==> config.mk <==
export PLATFORM = sky130hd
export DESIGN_NAME = rom_load_sequencer
export DESIGN_NICKNAME = d
export VERILOG_FILES = /design/src/rtl/rom_load_sequencer.sv
export SDC_FILE = /design/constraint.sdc
export NUM_CORES = 1
export LEC_CHECK = 0
export ABC_AREA = 1
export BUFFER_PORTS_ARGS = -buffer_cell sky130_fd_sc_hd__buf_2
export CAP_MARGIN = 20
export CORE_UTILIZATION = 35
export CTS_BUF_LIST = sky130_fd_sc_hd__clkbuf_16
export CTS_CLUSTER_SIZE = 8
export DETAILED_ROUTE_END_ITERATION = 6
export GPL_TIMING_DRIVEN = 1
export HOLD_SLACK_MARGIN = 0.03
export SKIP_LAST_GASP = 1
export SLEW_MARGIN = 20
export SYNTH_ARGS = -nofsm -noshare
export SYNTH_HDL_FRONTEND = slang
export SYNTH_SLANG_ARGS = --single-unit
==> constraint.sdc <==
create_clock -name clk_sys -period 4.8 [get_ports clk_sys]
set_input_delay 0.48 -clock clk_sys [delete_from_list [all_inputs] [get_ports clk_sys]]
set_output_delay 0.48 -clock clk_sys [all_outputs]
set_load 0.01 [all_outputs]
==> src/rtl/rom_load_sequencer.sv <==
// ioctl download sequencer: routes HPS download bytes to ROM, mod-select and DIP targets,
// and keeps the core in reset until a ROM is loaded plus a fixed hold-off period.
module rom_load_sequencer #(
  parameter int HOLD_CYCLES = 1024,
  parameter int ROM_AW      = 16,
  parameter int NSW         = 8
) (
  input  logic              clk_sys,
  input  logic              RESET_N,
  input  logic              ioctl_download,
  input  logic [7:0]        ioctl_index,
  input  logic              ioctl_wr,
  input  logic [24:0]       ioctl_addr,
  input  logic [7:0]        ioctl_dout,
  input  logic              ext_reset,
  output logic [ROM_AW-1:0] rom_addr,
  output logic [7:0]        rom_data,
  output logic              rom_wr,
  output logic [7:0]        mod_sel,
  output logic [2:0]        sw_idx,
  output logic [7:0]        sw_data,
  output logic              sw_wr,
  output logic              core_reset,
  output logic              rom_loaded
);

  localparam int HCW = (HOLD_CYCLES > 1) ? $clog2(HOLD_CYCLES) : 1;
  localparam logic [HCW-1:0]  HOLD_RELOAD = HCW'(HOLD_CYCLES - 1);
  localparam logic [ROM_AW:0] CNT_MAX     = {1'b1, {ROM_AW{1'b0}}};
  localparam logic [7:0]      IDX_ROM     = 8'd0;
  localparam logic [7:0]      IDX_MOD     = 8'd1;
  localparam logic [7:0]      IDX_DIP     = 8'd254;

  typedef enum logic [1:0] {
    S_WAIT_ROM = 2'd0,
    S_LOAD     = 2'd1,
    S_HOLD     = 2'd2,
    S_RUN      = 2'd3
  } state_t;

  state_t            state_q, state_d;
  logic [HCW-1:0]    hold_q, hold_d;
  logic [ROM_AW:0]   cnt_q, cnt_d;
  logic              loaded_q, loaded_d;
  logic              core_reset_q;

  logic              dl_prev_q;
  logic              dl_valid_q, dl_valid_d;
  logic [7:0]        idx_q, idx_d;

  logic              rom_wr_q, rom_wr_d;
  logic [ROM_AW-1:0] rom_addr_q, rom_addr_d;
  logic [7:0]        rom_data_q, rom_data_d;
  logic [7:0]        mod_sel_q, mod_sel_d;
  logic              sw_wr_q, sw_wr_d;
  logic [2:0]        sw_idx_q, sw_idx_d;
  logic [7:0]        sw_data_q, sw_data_d;

  logic              dl_rise_s;
  logic              dl_fall_s;
  logic              rise_rom_s;
  logic [7:0]        idx_eff_s;
  logic              wr_ok_s;
  logic              rom_in_range_s;
  logic              rom_acc_s;
  logic              mod_acc_s;
  logic              sw_acc_s;

  // dl_prev_q resets high so a download still held across RESET_N is not seen as a new rise.
  assign dl_rise_s      = ioctl_download & ~dl_prev_q;
  assign dl_fall_s      = ~ioctl_download & dl_prev_q;
  assign rise_rom_s     = dl_rise_s && (ioctl_index == IDX_ROM);
  assign idx_eff_s      = dl_rise_s ? ioctl_index : idx_q;
  assign wr_ok_s        = ioctl_wr && (dl_rise_s || dl_valid_q);
  assign rom_in_range_s = ((ioctl_addr >> ROM_AW) == 25'd0);
  assign rom_acc_s      = wr_ok_s && (idx_eff_s == IDX_ROM) && (state_q == S_LOAD) && rom_in_range_s;
  assign mod_acc_s      = wr_ok_s && (idx_eff_s == IDX_MOD);
  assign sw_acc_s       = wr_ok_s && (idx_eff_s == IDX_DIP) && (ioctl_addr < 25'(NSW));

  // Download tracking: latch the target index on the rise, stay valid through the fall cycle.
  always_comb begin
    idx_d      = idx_q;
    dl_valid_d = dl_valid_q;
    if (dl_rise_s) begin
      idx_d      = ioctl_index;
      dl_valid_d = 1'b1;
    end else if (dl_fall_s) begin
      dl_valid_d = 1'b0;
    end else begin
      dl_valid_d = dl_valid_q;
    end
  end

  // Write decode into one-cycle strobes and held data registers.
  always_comb begin
    rom_wr_d   = 1'b0;
    rom_addr_d = rom_addr_q;
    rom_data_d = rom_data_q;
    mod_sel_d  = mod_sel_q;
    sw_wr_d    = 1'b0;
    sw_idx_d   = sw_idx_q;
    sw_data_d  = sw_data_q;
    if (rom_acc_s) begin
      rom_wr_d   = 1'b1;
      rom_addr_d = ioctl_addr[ROM_AW-1:0];
      rom_data_d = ioctl_dout;
    end else begin
      rom_wr_d = 1'b0;
    end
    if (mod_acc_s) begin
      mod_sel_d = ioctl_dout;
    end else begin
      mod_sel_d = mod_sel_q;
    end
    if (sw_acc_s) begin
      sw_wr_d   = 1'b1;
      sw_idx_d  = ioctl_addr[2:0];
      sw_data_d = ioctl_dout;
    end else begin
      sw_wr_d = 1'b0;
    end
  end

  // Sequencer next state; a write landing in the fall cycle still counts toward the load.
  always_comb begin
    state_d  = state_q;
    hold_d   = hold_q;
    loaded_d = loaded_q;
    if (rom_acc_s && (cnt_q != CNT_MAX)) begin
      cnt_d = cnt_q + {{ROM_AW{1'b0}}, 1'b1};
    end else begin
      cnt_d = cnt_q;
    end
    case (state_q)
      S_WAIT_ROM: begin
        if (rise_rom_s) begin
          state_d = S_LOAD;
          cnt_d   = '0;
        end else begin
          state_d = S_WAIT_ROM;
        end
      end
      S_LOAD: begin
        if (dl_fall_s) begin
          if ((cnt_q == '0) && !rom_acc_s) begin
            if (!loaded_q) begin
              state_d = S_WAIT_ROM;
            end else begin
              state_d = S_HOLD;
              hold_d  = HOLD_RELOAD;
            end
          end else begin
            state_d  = S_HOLD;
            hold_d   = HOLD_RELOAD;
            loaded_d = 1'b1;
          end
        end else begin
          state_d = S_LOAD;
        end
      end
      S_HOLD: begin
        if (rise_rom_s) begin
          state_d = S_LOAD;
          cnt_d   = '0;
        end else if (ext_reset) begin
          hold_d = HOLD_RELOAD;
        end else if (hold_q == '0) begin
          state_d = S_RUN;
        end else begin
          hold_d = hold_q - HCW'(1);
        end
      end
      S_RUN: begin
        if (rise_rom_s) begin
          state_d = S_LOAD;
          cnt_d   = '0;
        end else if (ext_reset) begin
          state_d = S_HOLD;
          hold_d  = HOLD_RELOAD;
        end else begin
          state_d = S_RUN;
        end
      end
      default: begin
        state_d = S_WAIT_ROM;
      end
    endcase
  end

  // Sequencer state, counters and core reset (registered alongside the state).
  always_ff @(posedge clk_sys or negedge RESET_N) begin
    if (!RESET_N) begin
      state_q      <= S_WAIT_ROM;
      hold_q       <= '0;
      cnt_q        <= '0;
      loaded_q     <= 1'b0;
      core_reset_q <= 1'b1;
    end else begin
      state_q      <= state_d;
      hold_q       <= hold_d;
      cnt_q        <= cnt_d;
      loaded_q     <= loaded_d;
      core_reset_q <= (state_d != S_RUN);
    end
  end

  // Download edge tracking and index latch.
  always_ff @(posedge clk_sys or negedge RESET_N) begin
    if (!RESET_N) begin
      dl_prev_q  <= 1'b1;
      dl_valid_q <= 1'b0;
      idx_q      <= 8'd0;
    end else begin
      dl_prev_q  <= ioctl_download;
      dl_valid_q <= dl_valid_d;
      idx_q      <= idx_d;
    end
  end

  // Output registers for the three download targets.
  always_ff @(posedge clk_sys or negedge RESET_N) begin
    if (!RESET_N) begin
      rom_wr_q   <= 1'b0;
      rom_addr_q <= '0;
      rom_data_q <= 8'd0;
      mod_sel_q  <= 8'd0;
      sw_wr_q    <= 1'b0;
      sw_idx_q   <= 3'd0;
      sw_data_q  <= 8'd0;
    end else begin
      rom_wr_q   <= rom_wr_d;
      rom_addr_q <= rom_addr_d;
      rom_data_q <= rom_data_d;
      mod_sel_q  <= mod_sel_d;
      sw_wr_q    <= sw_wr_d;
      sw_idx_q   <= sw_idx_d;
      sw_data_q  <= sw_data_d;
    end
  end

  assign rom_addr   = rom_addr_q;
  assign rom_data   = rom_data_q;
  assign rom_wr     = rom_wr_q;
  assign mod_sel    = mod_sel_q;
  assign sw_idx     = sw_idx_q;
  assign sw_data    = sw_data_q;
  assign sw_wr      = sw_wr_q;
  assign core_reset = core_reset_q;
  assign rom_loaded = loaded_q;

endmodule
==> flow_summary.ini <==
[worst_setup_path]
cp-end-kind = register
crit_arrival_ns = 3.51
rrSetupSlack_ns = 1.57
ff2ff_path_depth = 13
critical_path_required_ns = 5.08
cp_max_fo = 39
cp-start-kind = register
r2r-start = dl_prev_q$_DFF_PN1_
crit_type = register to register
r2r-end = hold_q[9]$_DFFE_PN0P_

[synth]
synthCells = 578
synth_fp_nets = 630
synth_simple_gate_area_frac = 0.331
ys_top_cells_by_area = dfrtp_1 48%, nand2_1 16%, inv_1 7.3%
yosysTopAreaCell = dfrtp_1
synthMuxAreaShare = 0
syn_area_mm2 = 0.00438
synth_cell_types = 30
synth-adder-area-share = 0.0171
avgSynthCellArea_um2 = 7.58
ys_seq_elements = 86
synth_compound_area_frac = 0.0659
synth_top_family_by_area = simple AND/OR/NAND/NOR gates
ys_seq_area_frac = 0.492
yosysTopAreaCellShare = 0.480
synth_xor_area_frac = 0
ys_warn_count = 0

[sta]
hold_viol_final = 0
tns_ns = 0
rsz0062_at_grt = no
slew_headroom = 0.459
finalMaxSlewViolations = 0
fin_crit_sh = 0.674
worst_slew_pin_slew_ns = 0.809
setup_viol = 0
max_freq_mhz = 309
clock_skew_ns = 0.00889
min_period_ns = 3.23

[flow_run]
maxCapViolCount = 0

[cells_and_area]
syn_to_final_growth_pct = 20.0
fin_cells = 844
final_cell_mix = 190 x nand2_1, 91 x buf_2, 85 x inv_1
layout.nets = 723
n_antenna_cell = 0
layout-drive-gt1-share = 0.200
mostFrequentLayoutCell = nand2_1

[grt]
antenna_found_initial = 0
grt_usage = 0.178
gr-total-overflow = 0
grt_pass1_vias = 3714
grt_pass1_wl_um = 18200
grt_max_degree = 63

[cts]
cts_buffers = 9
cts_buffer_depth = 2
clk_latency_ns = 0.34
clk_pin_slew_worst_paths_ns = 0.06
tritoncts = yes
cts.hold.buffers_added = 0
clock_sink_count = 86
cts.repair.resized = 0
htreeDepth = 3
cts_setup_buffers = 0
ctsRootBufferMaster = clkbuf_16

[worst_hold_path]
hold_path_class = input port to async pin

[routing]
dr.pass1.iters = 4
drc = 0
vias_per_cell = 4.57
detail_route.wl_per_cell_um = 12.9
vias = 3860
drt_iter0_markers = 232
ant_nets = 0
wirelength_um = 10800

[placement]
place.gp.congestion = 0.858
dp.cells = 828
dpl.hpwl_um = 8150
port_buffers = 92

[power_and_ir_drop]
combinationalPowerShare = 0.185
p_switching_mw = 0.562
p_leak_nw = 3.02
p_seq_frac = 0.461
intPower_mw = 1.26
p_clk_frac = 0.354
power.density_mw_per_mm2 = 347
peakVddDrop_mv = 0.159
power_switching_share = 0.308

[die]
num_io_pins = 93
fp.dieH_um = 114
coreArea_mm2 = 0.0121
initial_core_util = 0.362
fp-row-count = 40
die_w_um = 114
die_area_mm2 = 0.0130

[outcome]
status = finished, final reports clean
-- stage by stage --
step                      instance area, um^2  hold WS (ns)  total power, mW  utilization  worst slack (ns)
after detailed placement                 4990         0.412             1.19        0.412              1.41
final                                    5260        0.0407             1.83        0.434              1.57
after CTS                                5260        0.0499             1.85        0.434              1.56
after global routing                     5260        0.0640             1.93        0.434              1.18
after global placement                   4990         0.415             1.17        0.412              1.53
after floorplan                          4380         0.184             1.09            -              2.84
-- critical path, cell delays in order (launching register included) --
cell and delay, ns:
dfstp_2 0.37, inv_1 0.07, ha_1 0.60, clkinv_2 0.24, nand2_1 0.13, nand2_2 0.06, nand2_2 0.09, nor2_4 0.05
nand3_2 0.06, buf_4 0.36, nand4_1 0.54, nand2_2 0.40, nand2_1 0.09, nand2_1 0.07
-- cell usage after synthesis --
library cell and count:
nor2_8 1, nor3_1 12, nand3_2 2, dfstp_2 2, inv_1 85, clkinv_2 1
nor4_1 3, buf_4 1, inv_2 1, o21ai_4 1, a22oi_1 1, nand2_1 190
o211ai_1 1, a21oi_1 6, nor2_1 59, ha_1 6, dfrtp_1 84, o21ai_0 42
a21boi_0 1, nand2_2 9, nand4_1 15, nand3_1 31, or2_2 4, clkbuf_1 2
nor3_2 1, nor2_2 2, buf_2 5, o21ai_1 2, buf_6 4, nor2_4 4
-- metal layers --
metal	up-vias	wire [um]	GRT usage
met5	-	0	0
met4	0	121	0.0597
met3	9	654	0.0473
met2	88	5000	0.284
met1	1782	5070	0.236
li1	1981	-	-
-- power groups by stage --
stage	clock [mW]	combinational [mW]	sequential [mW]
final	0.646	0.337	0.843
after global routing	0.689	0.392	0.853
after CTS	0.667	0.339	0.842
after detailed placement	0	0.337	0.854
after global placement	0	0.322	0.852
after floorplan	0	0.247	0.846
-- layout make-up --
| class | count | area, um^2 |
|---|---|---|
| Tap cell | 168 | 210 |
| Sequential cell | 86 | 2150 |
| Clock buffer | 9 | 225 |
| Multi-Input combinational cell | 393 | 1820 |
| Clock inverter | 7 | 47.5 |
| Fill cell | 1258 | 6850 |
| Timing Repair Buffer | 94 | 478 |
| Inverter | 87 | 328 |
-- state kept, by name, indices dropped and copies added, names as in the netlist --
signal / cells
sw_wr: 1
rom_addr: 16
dl_prev_q: 1
rom_wr: 1
rom_data: 8
sw_data: 8
rom_loaded: 1
state_q: 2
cnt_q: 17
core_reset: 1
sw_idx: 3
mod_sel: 8
hold_q: 10
dl_valid_q: 1
idx_q: 8
-- cell families after synthesis --
group | after synthesis
adders and majority gates | 6
buffers and inverters | 99
AOI/OAI and AO/OA | 54
DFF | 86
and+or+nand+nor | 333
-- worst max path at each step --
stage / startpoint / endpoint / slack, ns / cells past startpoint
2_1_floorplan: dl_prev_q$_DFF_PN1_ / cnt_q[3]$_DFF_PN0_ / 2.84 / 13
5_1_grt: dl_prev_q$_DFF_PN1_ / hold_q[6]$_DFFE_PN0P_ / 1.18 / 13
4_1_cts: dl_prev_q$_DFF_PN1_ / hold_q[9]$_DFFE_PN0P_ / 1.56 / 13
3_5_place_dp: ioctl_download / hold_q[9]$_DFFE_PN0P_ / 1.41 / 13
6_report: dl_prev_q$_DFF_PN1_ / hold_q[9]$_DFFE_PN0P_ / 1.57 / 13
3_3_place_gp: ioctl_download / hold_q[7]$_DFFE_PN0P_ / 1.53 / 13
Note: power is estimated with default switching activity, not from simulation.
